<file path="config.mk">
export PLATFORM = sky130hd
export DESIGN_NAME = phased_clock_bank
export DESIGN_NICKNAME = d
export VERILOG_FILES = /design/src/rtl/phased_clock_bank.sv
export SDC_FILE = /design/constraint.sdc
export NUM_CORES = 1
export LEC_CHECK = 0
export BUFFER_PORTS_ARGS = -buffer_cell sky130_fd_sc_hd__buf_4
export CAP_MARGIN = 20
export CELL_PAD_IN_SITES_DETAIL_PLACEMENT = 2
export CELL_PAD_IN_SITES_GLOBAL_PLACEMENT = 2
export CORE_ASPECT_RATIO = 1.5
export CORE_MARGIN = 5
export CORE_UTILIZATION = 36
export CTS_BUF_LIST = sky130_fd_sc_hd__clkbuf_16
export DETAILED_ROUTE_END_ITERATION = 8
export GPL_TIMING_DRIVEN = 0
export HOLD_SLACK_MARGIN = 0.1
export PLACE_DENSITY_LB_ADDON = 0.1
export SLEW_MARGIN = 20
export SYNTH_ARGS = -nofsm -noshare
export SYNTH_HDL_FRONTEND = slang
export SYNTH_SLANG_ARGS = --single-unit
</file>
<file path="constraint.sdc">
create_clock -name clk -period 6.5 [get_ports clk]
set_input_delay 0.975 -clock clk [delete_from_list [all_inputs] [get_ports clk]]
set_output_delay 0.975 -clock clk [all_outputs]
set_load 0.01 [all_outputs]
</file>
<file path="src/rtl/phased_clock_bank.sv">
// phased_clock_bank: CHANNELS square waves sharing one master counter, each with its own
// phase offset. Double-buffered updates land on a period boundary. Define PHASED_CLOCK_DUTY_EN for per-channel duty.
module phased_clock_bank #(
  parameter int CHANNELS       = 8,
  parameter int CNT_WIDTH      = 11,
  parameter int PERIOD_DEFAULT = 1250,
  localparam int CW            = (CHANNELS > 1) ? $clog2(CHANNELS) : 1
) (
  input  logic                 clk,
  input  logic                 rst,
  input  logic                 wr_en,
  input  logic [CW-1:0]        wr_chan,
  input  logic [CNT_WIDTH-1:0] wr_phase,
  input  logic [CNT_WIDTH-1:0] period_in,
  input  logic                 commit,
  input  logic [CHANNELS-1:0]  chan_en,
  input  logic                 oe,
`ifdef PHASED_CLOCK_DUTY_EN
  input  logic [CNT_WIDTH-1:0] wr_duty,
`endif
  output logic [CHANNELS-1:0]  out,
  output logic                 pending,
  output logic                 sync,
  output logic [CHANNELS-1:0]  phase_err
);

  typedef logic [CNT_WIDTH-1:0] cnt_t;

  localparam cnt_t P_RST    = cnt_t'(PERIOD_DEFAULT);
  localparam cnt_t DUTY_RST = cnt_t'(PERIOD_DEFAULT >> 1);

  cnt_t                mcnt_q, mcnt_d;
  cnt_t                period_q, period_d;
  cnt_t                period_sh_q, period_sh_d;
  cnt_t                phase_q    [CHANNELS];
  cnt_t                phase_d    [CHANNELS];
  cnt_t                phase_sh_q [CHANNELS];
  cnt_t                phase_sh_d [CHANNELS];
`ifdef PHASED_CLOCK_DUTY_EN
  cnt_t                duty_q     [CHANNELS];
  cnt_t                duty_d     [CHANNELS];
  cnt_t                duty_sh_q  [CHANNELS];
  cnt_t                duty_sh_d  [CHANNELS];
`endif
  logic                pending_q, pending_d;
  logic                sync_q, sync_d;
  logic [CHANNELS-1:0] out_q, out_d;
  logic [CHANNELS-1:0] err_c;

  cnt_t p_eff;
  logic boundary;
  logic apply;

  // Periods below 2 would leave no room for a high and a low half.
  assign p_eff    = (period_q < cnt_t'(2)) ? cnt_t'(2) : period_q;
  assign boundary = (mcnt_q == p_eff - cnt_t'(1));
  // A commit landing on the boundary itself applies immediately, using period_in directly.
  assign apply    = boundary && (pending_q || commit);

  // NOTE: every always_comb output gets a default first so no path leaves it unassigned (no latches).
  always_comb begin
    mcnt_d      = boundary ? '0 : mcnt_q + cnt_t'(1);
    period_d    = period_q;
    period_sh_d = commit ? period_in : period_sh_q;
    pending_d   = pending_q;
    sync_d      = boundary;
    phase_d     = phase_q;
    phase_sh_d  = phase_sh_q;
`ifdef PHASED_CLOCK_DUTY_EN
    duty_d      = duty_q;
    duty_sh_d   = duty_sh_q;
`endif

    // Active values load from the shadow as it stood before this cycle's write.
    if (apply) begin
      period_d  = commit ? period_in : period_sh_q;
      phase_d   = phase_sh_q;
`ifdef PHASED_CLOCK_DUTY_EN
      duty_d    = duty_sh_q;
`endif
      pending_d = 1'b0;
    end else if (commit) begin
      pending_d = 1'b1;
    end

    for (int i = 0; i < CHANNELS; i++) begin
      if (wr_en && (wr_chan == CW'(i))) begin
        phase_sh_d[i] = wr_phase;
`ifdef PHASED_CLOCK_DUTY_EN
        duty_sh_d[i]  = wr_duty;
`endif
      end
    end
  end

  always_comb begin
    logic [CNT_WIDTH:0] pos;
    logic [CNT_WIDTH:0] thresh;
    pos    = '0;
    thresh = '0;
    err_c  = '0;
    out_d  = '0;
    for (int i = 0; i < CHANNELS; i++) begin
      pos = {1'b0, mcnt_q} + {1'b0, phase_q[i]};
      if (pos >= {1'b0, p_eff}) pos = pos - {1'b0, p_eff};
`ifdef PHASED_CLOCK_DUTY_EN
      thresh = {1'b0, duty_q[i]};
`else
      thresh = {1'b0, p_eff >> 1};
`endif
      err_c[i] = (phase_q[i] >= p_eff);
      out_d[i] = (pos < thresh) & chan_en[i] & oe & ~err_c[i];
    end
  end

  // NOTE: sequential state uses non-blocking assignments only, so every flop samples pre-edge values.
  always_ff @(posedge clk) begin
    if (rst) begin
      mcnt_q      <= '0;
      period_q    <= P_RST;
      period_sh_q <= P_RST;
      pending_q   <= 1'b0;
      sync_q      <= 1'b0;
      out_q       <= '0;
      // NOTE: the phase/duty arrays are plain flops whose reset values matter, so they are reset too.
      for (int i = 0; i < CHANNELS; i++) begin
        phase_q[i]    <= '0;
        phase_sh_q[i] <= '0;
`ifdef PHASED_CLOCK_DUTY_EN
        duty_q[i]     <= DUTY_RST;
        duty_sh_q[i]  <= DUTY_RST;
`endif
      end
    end else begin
      mcnt_q      <= mcnt_d;
      period_q    <= period_d;
      period_sh_q <= period_sh_d;
      pending_q   <= pending_d;
      sync_q      <= sync_d;
      out_q       <= out_d;
      phase_q     <= phase_d;
      phase_sh_q  <= phase_sh_d;
`ifdef PHASED_CLOCK_DUTY_EN
      duty_q      <= duty_d;
      duty_sh_q   <= duty_sh_d;
`endif
    end
  end

  assign out       = out_q;
  assign pending   = pending_q;
  assign sync      = sync_q;
  assign phase_err = err_c;

endmodule

</file>
# After elaboration in Yosys (flattened, before gate mapping)
# Index checks and enable logic that the tools add are counted.
# totals
register_bits	219
out_inout_bits	18
inputBits	38
elab_cells	128
# classes
n_addsub	18
order_cmp	25
eq_ne	8
bitwise_logic	32
n_mux	10
n_reduce_logical	13
# op_table
cell	n
adder 11 x 11 -> 12 bit	8
greater-or-equal comparator 12 x 11 -> 1 bit	8
< comparator 12 x 10 -> 1 bit	8
two-way mux 12 bit	8
subtractor 12 x 11 -> 12 bit	8
greater-or-equal comparator 11 bit	8
AND 1 bit	24
two-way mux 11 bit	2
== test 3 bit (second input constant)	4
adder 11 x 1 -> 11 bit (second input constant)	1
== test 11 bit	1
< comparator 11 x 2 -> 1 bit (second input constant)	1
subtractor 11 x 1 -> 11 bit (second input constant)	1
logical AND 1 bit	9
NOT 1 bit	8
== test 3 x 2 -> 1 bit (second input constant)	2
OR reduction 2 bit	2
== test 3 x 1 -> 1 bit (second input constant)	1
zero test 3 bit	1
logical OR 1 bit	1

# Depth between registers and ports, before layout
# Gate-level depths: netlist (run 1).
# logic_depth
depth_word	8
mapped_depth	27
ltp_nobuf	25

# Worst setup path before layout (run 1)
# Ideal clock, no wire load.
# synth_timing
path_type	register to register
startpoint	register period_q[8]
endpoint	register out_q[7], in the netlist out[7]
period_less_slack_ns	6.015
stages_incl_launch_ff	23
required_ns	6.441
setup_slack_ns	0.485
t_arrival_ns	5.956
setup_ns	0.059
path_buffers	2
path_cell_list	dfxtp_1 -> clkbuf_1 -> or4_1 -> nor3_1 -> nor2_1 -> clkinv_1 -> fa_1 -> nand2b_1 -> a21oi_1 -> o21ai_0 -> a21oi_1 -> a21o_1 -> clkbuf_1 -> mux2_2 -> ha_1 -> a21o_1 -> a21o_1 -> a21oi_1 -> nor2b_1 -> o21ai_0 -> nand4_1 -> a2111oi_0 -> o211a_1
# synth_between
elab_chain_len	8
elab_cells_between_ends	11
cone_classes	1 x add/sub; 4 x order compare; 2 x mux; 4 x bitwise
# synth_lines
element	line	rtl
from (decl)	33	cnt_t period_q, period_d;
from (signal assigned)	136	period_q <= period_d;
< comparator 11 x 2 -> 1 bit	55	assign p_eff = (period_q < cnt_t'(2)) ? cnt_t'(2) : period_q;
two-way mux 11 bit *	55	
subtractor 12 x 11 -> 12 bit / greater-or-equal comparator 12 x 11 -> 1 bit (equally long branches)	105	if (pos >= {1'b0, p_eff}) pos = pos - {1'b0, p_eff};
two-way mux 12 bit	105	
< comparator 12 x 10 -> 1 bit	112	out_d[i] = (pos < thresh) & chan_en[i] & oe & ~err_c[i];
AND 1 bit (2 in a row)	112	
AND 1 bit *	112	
to (signal assigned)	140	out_q <= out_d;
to (decl)	47	logic [CHANNELS-1:0] out_q, out_d;
# Every way passes the cells marked *; elsewhere a longest branch is shown, timed or not.
# A chain may end at the register's enable or synchronous reset.

# Worst setup path after layout (run 1)
# layout_timing
startpoint	register period_q[4]
endpoint	register out_q[4], in the netlist out[4]
# Same word-level chain as after synthesis.

==> results of run 1 <==
-- cells by family (layout without fill, tap and decap cells) --
group | count (synthesis) | count (layout) | share of synthesized area, %
AOI/OAI and AO/OA | 665 | 665 | 20.5
xor gates and xnor gates | 145 | 145 | 6.38
adders and majority gates | 354 | 354 | 22.9
buffers and inverters | 157 | 254 | 3.41
DFF | 219 | 219 | 22.0
muxes | 117 | 117 | 5.99
other | 0 | 2 | 0
and+or+nand+nor | 821 | 821 | 18.9
-- layout make-up --
| class | instances | area [um2] |
|---|---|---|
| Antenna cell | 2 | 5.00 |
| Buffer | 84 | 413 |
| Clock buffer | 25 | 626 |
| Clock inverter | 20 | 196 |
| Fill cell | 6304 | 32500 |
| Inverter | 71 | 272 |
| Multi-Input combinational cell | 2102 | 14900 |
| Sequential cell | 219 | 4410 |
| Tap cell | 695 | 870 |
| Timing Repair Buffer | 54 | 593 |
-- cells in the mapped netlist, types with 20 or more instances --
cell type,n,area share [%]
dfxtp_1,219,22
nand2b_1,37,1.2
o21ai_0,136,3.4
nand3_1,33,0.83
a21o_1,58,2.2
o21a_1,27,1.0
nor2_1,243,4.6
o211ai_1,22,0.83
nand4_1,31,0.97
clkbuf_1,61,1.2
inv_1,70,1.3
nor3_1,59,1.5
nor2b_1,35,1.1
o21bai_1,20,0.75
a211oi_1,36,1.4
xor2_1,55,2.4
ha_1,338,21
mux2i_1,100,5.0
a21oi_1,259,6.5
nand2_1,300,5.7
xnor2_1,90,4.0
-- repair_timing --
action	CTS	global route
resized for setup	6	18
setup buffers	0	1
cloned	0	0
setup endpoints to repair	6	7
pin swaps	0	1
-- worst max-delay path, stage by stage, from the launching register on --
cell and delay [ps]:
dfxtp_1 300, clkbuf_1 210, or4_4 560, o41ai_2 500
inv_2 300, buf_8 240, ha_1 240, fa_1 410
nand2b_1 180, a211oi_1 340, o31ai_1 200, a21oi_1 230
nor3_1 100, clkbuf_1 240, clkbuf_2 260, nand2_1 100
o21ai_0 90, ha_1 310, a21o_1 160, a21o_1 170
a21oi_1 180, nand3_1 130, a21oi_1 160, a21oi_1 100
nor4_1 170
-- state kept, by name (all words and copies together) (netlist names) --
register,flops
phase_sh_q,88
phase_q,88
pending,1
out,8
period_sh_q,11
mcnt_q,11
sync,1
period_q,11
-- stage by stage --
step	setup TNS, ps	util [%]
floorplan	0	-
finish	0	40.6
CTS	0	40.6
global placement	-24470	38.5
detailed placement	-691	39.0
global route	0	40.6
-- path summary, 6_finish.rpt --
| path | end | startpoint | slack (ps) | cells past startpoint |
|---|---|---|---|---|
| min reg2reg | phase_sh_q[72]$_SDFFE_PP0P_ | phase_sh_q[72]$_SDFFE_PP0P_ | 460 | 2 |
| max reg2reg | out[4]$_SDFF_PP0_ | period_q[4]$_SDFFE_PP0P_ | 500 | 24 |
| min | phase_sh_q[72]$_SDFFE_PP0P_ | phase_sh_q[72]$_SDFFE_PP0P_ | 460 | 2 |
| max | out[4]$_SDFF_PP0_ | period_q[4]$_SDFFE_PP0P_ | 500 | 24 |
-- layer usage --
| metal | part of all wire (%) | global-route usage [%] |
|---|---|---|
| met5 | 0.10 | 0 |
| met4 | 4.1 | 9.64 |
| met2 | 52 | 47.2 |
| met1 | 41 | 28.0 |
| met3 | 2.4 | 2.57 |
-- power by group through the flow --
stage | Sequential [mW] | Combinational [mW] | Clock, mW
2_1_floorplan | 1.41 | 0.219 | 0
3_3_place_gp | 1.42 | 0.308 | 0
3_5_place_dp | 1.41 | 0.335 | 0
4_1_cts | 1.38 | 0.338 | 1.53
5_1_grt | 1.38 | 0.371 | 1.57
6_report | 1.38 | 0.335 | 1.50
==> impl_results.md, run 1 <==
- Endpoints failing setup: 0
- Dpl cells: 3226
- Smallest setup slack after layout: 499 ps
- Initial antenna violation count: 7
- Pins Over Slew Limit: 0
- Switch share: 27.8%
- # nets final: 2949
- Req. time, crit path: 6960 ps
- CP endpoint kind: flip-flop
- Place WS: -219 ps
- Worst-Margin Slew: 1080 ps
- Dpl cell area: 21400 um2
- Hold Path Class: reg -> reg
- Internal cell power: 2.32 mW
- Synth-to-layout area growth: 11.8%
- Clk buf depth: 3
- Area of the core: 54800 um2
- CTS tree: built
- Status: completed
- IO Pins: 56
- Clock skew: 20.2 ps
- Ys flop type: dfxtp_1
- Fmax achieved: 167 MHz
- Crit Path Class: reg -> reg
- Flops & latches, synth: 219
- Final Cell Area: 22300 um2
- Crit path max fanout: 10
- Die X: 202 um
- Post-DP HPWL: 59.2 mm
- # H-tree levels: 1
- Clock-pin slew on the worst setup and hold paths: 80 ps
- Startpoint Class: flip-flop
- Die area: 60200 um2
- IO buf count: 40
- Final hold slack: 460 ps
- RSZ-0062 raised after global routing: false
- Initial Utilization: 36.3%
- Ys Warns: 0
- P_sw: 0.893 mW
- Number of global-route vias before repair: 21200
- First-pass GRT wire length: 119 mm
- Routed WL: 76.9 mm
- Crit path DAT: 6460 ps
- Area of the mapped netlist: 19900 um2
- Num Clock Sinks: 219
- Initial DRC Count: 600
- Row Count: 105
- Mapped Nets: 2870
- TritonCTS Buffers: 25
- Pwr/cell area: 144 nW/um2
- Sequential power share: 43.0%
- Gate Count Post-Synth: 2478
- Gr usage total: 24.8%
- Clock root buffer: clkbuf_16
- Most frequent cells in the layout: ha_1 (338), nand2_1 (300), a21oi_1 (258)
- Max-Cap Viols: 0
- Residual DRC: 0
- Routed wire per std cell: 23.5 um
- Commonest non-fill, non-tap cell in the layout: ha_1
- Relative slew slack: 27.7%
- Die height: 298 um
- Avg Cell Area, Syn: 8.03 um2
- Tmin final: 6000 ps
- DR pass1 iterations: 4
- Comb pwr share: 10.4%
- Post-synth ARST share: 0%
- Count of different cell masters after synthesis: 73
- Vias per cell: 5.80
- Vias: 19000
- Gr ovfl total: 0
- Worst vdd ir: 178 uV
- Clock Power Share: 46.6%
- Clock latency on the worst-skew pair: 560 ps
- Gpl congestion: 0.824
- Post-route ant nets: 0
- Leakage: 9.80 nW
- Sequential area share after synthesis: 22.0%
- Hold Buf Count CTS: 0
- Period utilization: 92.3%
- Final Hold Fails: 0
- Total Power: 3.22 mW
- EDFF count, synth: 0
- Non-Filler Instances: 3272
- Largest net degree at the start of global routing: 18
- Layout cell share with drive strength beyond 1: 7.69%
Note: power is estimated with default switching activity, not from simulation.
==> run 2: changes to the inputs <==
--- a/config.mk
+++ b/config.mk
@@ -16,6 +16,7 @@
 export DETAILED_ROUTE_END_ITERATION = 8
 export GPL_TIMING_DRIVEN = 0
 export HOLD_SLACK_MARGIN = 0.1
+export MAX_ROUTING_LAYER = met4
 export PLACE_DENSITY_LB_ADDON = 0.1
 export SLEW_MARGIN = 20
 export SYNTH_ARGS = -nofsm -noshare
==> impl_results.md, run 2 (synthesis gave the netlist of run 1 again) <==
- Clock latency on the worst-skew pair: 560 ps (about the same)
- Gr ovfl total: 0 (unchanged)
- Clock root buffer: clkbuf_16 (unchanged)
- Startpoint Class: flip-flop (unchanged)
- Final Hold Fails: 0 (unchanged)
- First-pass GRT wire length: 119 mm (about the same)
- Largest net degree at the start of global routing: 18 (unchanged)
- Crit path DAT: 6460 ps (about the same)
- Relative slew slack: 30.3% (was 27.7%)
- Clock-pin slew on the worst setup and hold paths: 80 ps (about the same)
- Gpl congestion: 0.839 (was 0.824)
- Post-DP HPWL: 59.2 mm (unchanged)
- Die X: 202 um (unchanged)
- Clk buf depth: 3 (unchanged)
- Final hold slack: 459 ps (was 460 ps)
- Gr usage total: 25.5% (was 24.8%)
- Internal cell power: 2.32 mW (about the same)
- Initial DRC Count: 573 (was 600)
- Max-Cap Viols: 0 (unchanged)
- Most frequent cells in the layout: ha_1 (338), nand2_1 (300), a21oi_1 (258) (unchanged)
- Die height: 298 um (unchanged)
- Number of global-route vias before repair: 21200 (about the same)
- Switch share: 27.7% (was 27.8%)
- Num Clock Sinks: 219 (unchanged)
- Fmax achieved: 167 MHz (about the same)
- Clock skew: 17.9 ps (was 20.2 ps)
- Initial antenna violation count: 7 (unchanged)
- Routed wire per std cell: 23.5 um (about the same)
- P_sw: 0.892 mW (was 0.893 mW)
- Hold Path Class: reg -> reg (unchanged)
- CP endpoint kind: flip-flop (unchanged)
- TritonCTS Buffers: 25 (unchanged)
- Clock Power Share: 46.6% (about the same)
- Worst vdd ir: 179 uV (was 178 uV)
- Area of the core: 54800 um2 (unchanged)
- Die area: 60200 um2 (unchanged)
- Pins Over Slew Limit: 0 (unchanged)
- Comb pwr share: 10.4% (about the same)
- Vias per cell: 5.80 (about the same)
- Row Count: 105 (unchanged)
- Residual DRC: 0 (unchanged)
- # nets final: 2949 (unchanged)
- Sequential power share: 43.0% (about the same)
- CTS tree: built (unchanged)
- Layout cell share with drive strength beyond 1: 7.69% (unchanged)
- Leakage: 9.80 nW (about the same)
- RSZ-0062 raised after global routing: false (unchanged)
- Req. time, crit path: 6960 ps (about the same)
- Crit Path Class: reg -> reg (unchanged)
- Synth-to-layout area growth: 11.9% (was 11.8%)
- Period utilization: 92.3% (about the same)
- Commonest non-fill, non-tap cell in the layout: ha_1 (unchanged)
- Vias: 19000 (about the same)
- Largest regs: phase_q x88, phase_sh_q x88 (unchanged)
- Hold Buf Count CTS: 0 (unchanged)
- Worst-Margin Slew: 1040 ps (was 1080 ps)
- IO Pins: 56 (unchanged)
- Place WS: -219 ps (unchanged)
- Status: completed (unchanged)
- Endpoints failing setup: 0 (unchanged)
- Pwr/cell area: 144 nW/um2 (about the same)
- # H-tree levels: 1 (unchanged)
- Initial Utilization: 36.3% (unchanged)
- Post-route ant nets: 0 (unchanged)
- DR pass1 iterations: 5 (was 4)
- Smallest setup slack after layout: 501 ps (was 499 ps)
- Crit path max fanout: 10 (unchanged)
- IO buf count: 40 (unchanged)
- Tmin final: 6000 ps (about the same)
- Routed WL: 77.1 mm (was 76.9 mm)
[run 2: repair_timing]
action,CTS,global route
pin swaps,0,1
resized for setup,6,18
buffers inserted,0,1
endpoints found under the setup margin,6,7
[run 2: per-layer routing]
layer	global-route usage [%]	wire length (um)
met5	-	0
met2	47.2	40600
met4	9.64	2810
met3	2.52	1850
met1	28.1	31800
[run 2: final timing paths]
check | start | endpoint | slack (ps) | cells past startpoint
max | period_q[4]$_SDFFE_PP0P_ | out[4]$_SDFF_PP0_ | 500 | 24
min reg2reg | phase_sh_q[72]$_SDFFE_PP0P_ | phase_sh_q[72]$_SDFFE_PP0P_ | 460 | 2
max reg2reg | period_q[4]$_SDFFE_PP0P_ | out[4]$_SDFF_PP0_ | 500 | 24
min | phase_sh_q[72]$_SDFFE_PP0P_ | phase_sh_q[72]$_SDFFE_PP0P_ | 460 | 2
[run 2: area by class of cell]
cell class,count,area [um2]
plain buffers,84,413
clock buffers,25,626
inverters,71,272
diodes,8,20.0
multi-input cells,2102,14900
flip-flops and latches,219,4410
well taps,695,870
clock inverters,20,196
repair buffers,54,593
fillers,6307,32500
[run 2: power by group through the flow]
stage	sequential, mW	clock (mW)	combinational (mW)
floorplan	1.41	0	0.219
global placement	1.42	0	0.308
detailed placement	1.41	0	0.335
CTS	1.38	1.53	0.338
global route	1.38	1.57	0.372
finish	1.38	1.50	0.335
[run 2: stage by stage]
step | TNS [ps] | std cells | power (mW) | utilization, % | instance area [um2]
floorplan | 0 | 2478 | 1.63 | - | 19900
global placement | -24470 | 3213 | 1.72 | 38.5 | 21100
detailed placement | -691 | 3226 | 1.75 | 39.0 | 21400
CTS | 0 | 3271 | 3.25 | 40.6 | 22200
global route | 0 | 3277 | 3.33 | 40.7 | 22300
finish | 0 | 3278 | 3.22 | 40.7 | 22300
[run 2: worst max-delay path, cell delays in order (launching register included)]
cell      delay [ps]
dfxtp_1          300
clkbuf_1         210
or4_4            560
o41ai_2          500
inv_2            290
buf_8            240
ha_1             240
fa_1             410
nand2b_1         180
a211oi_1         340
o31ai_1          200
a21oi_1          230
nor3_1           100
clkbuf_1         240
clkbuf_2         260
nand2_1          100
o21ai_0           90
ha_1             310
a21o_1           160
a21o_1           170
a21oi_1          180
nand3_1          130
a21oi_1          160
a21oi_1          110
nor4_1           180
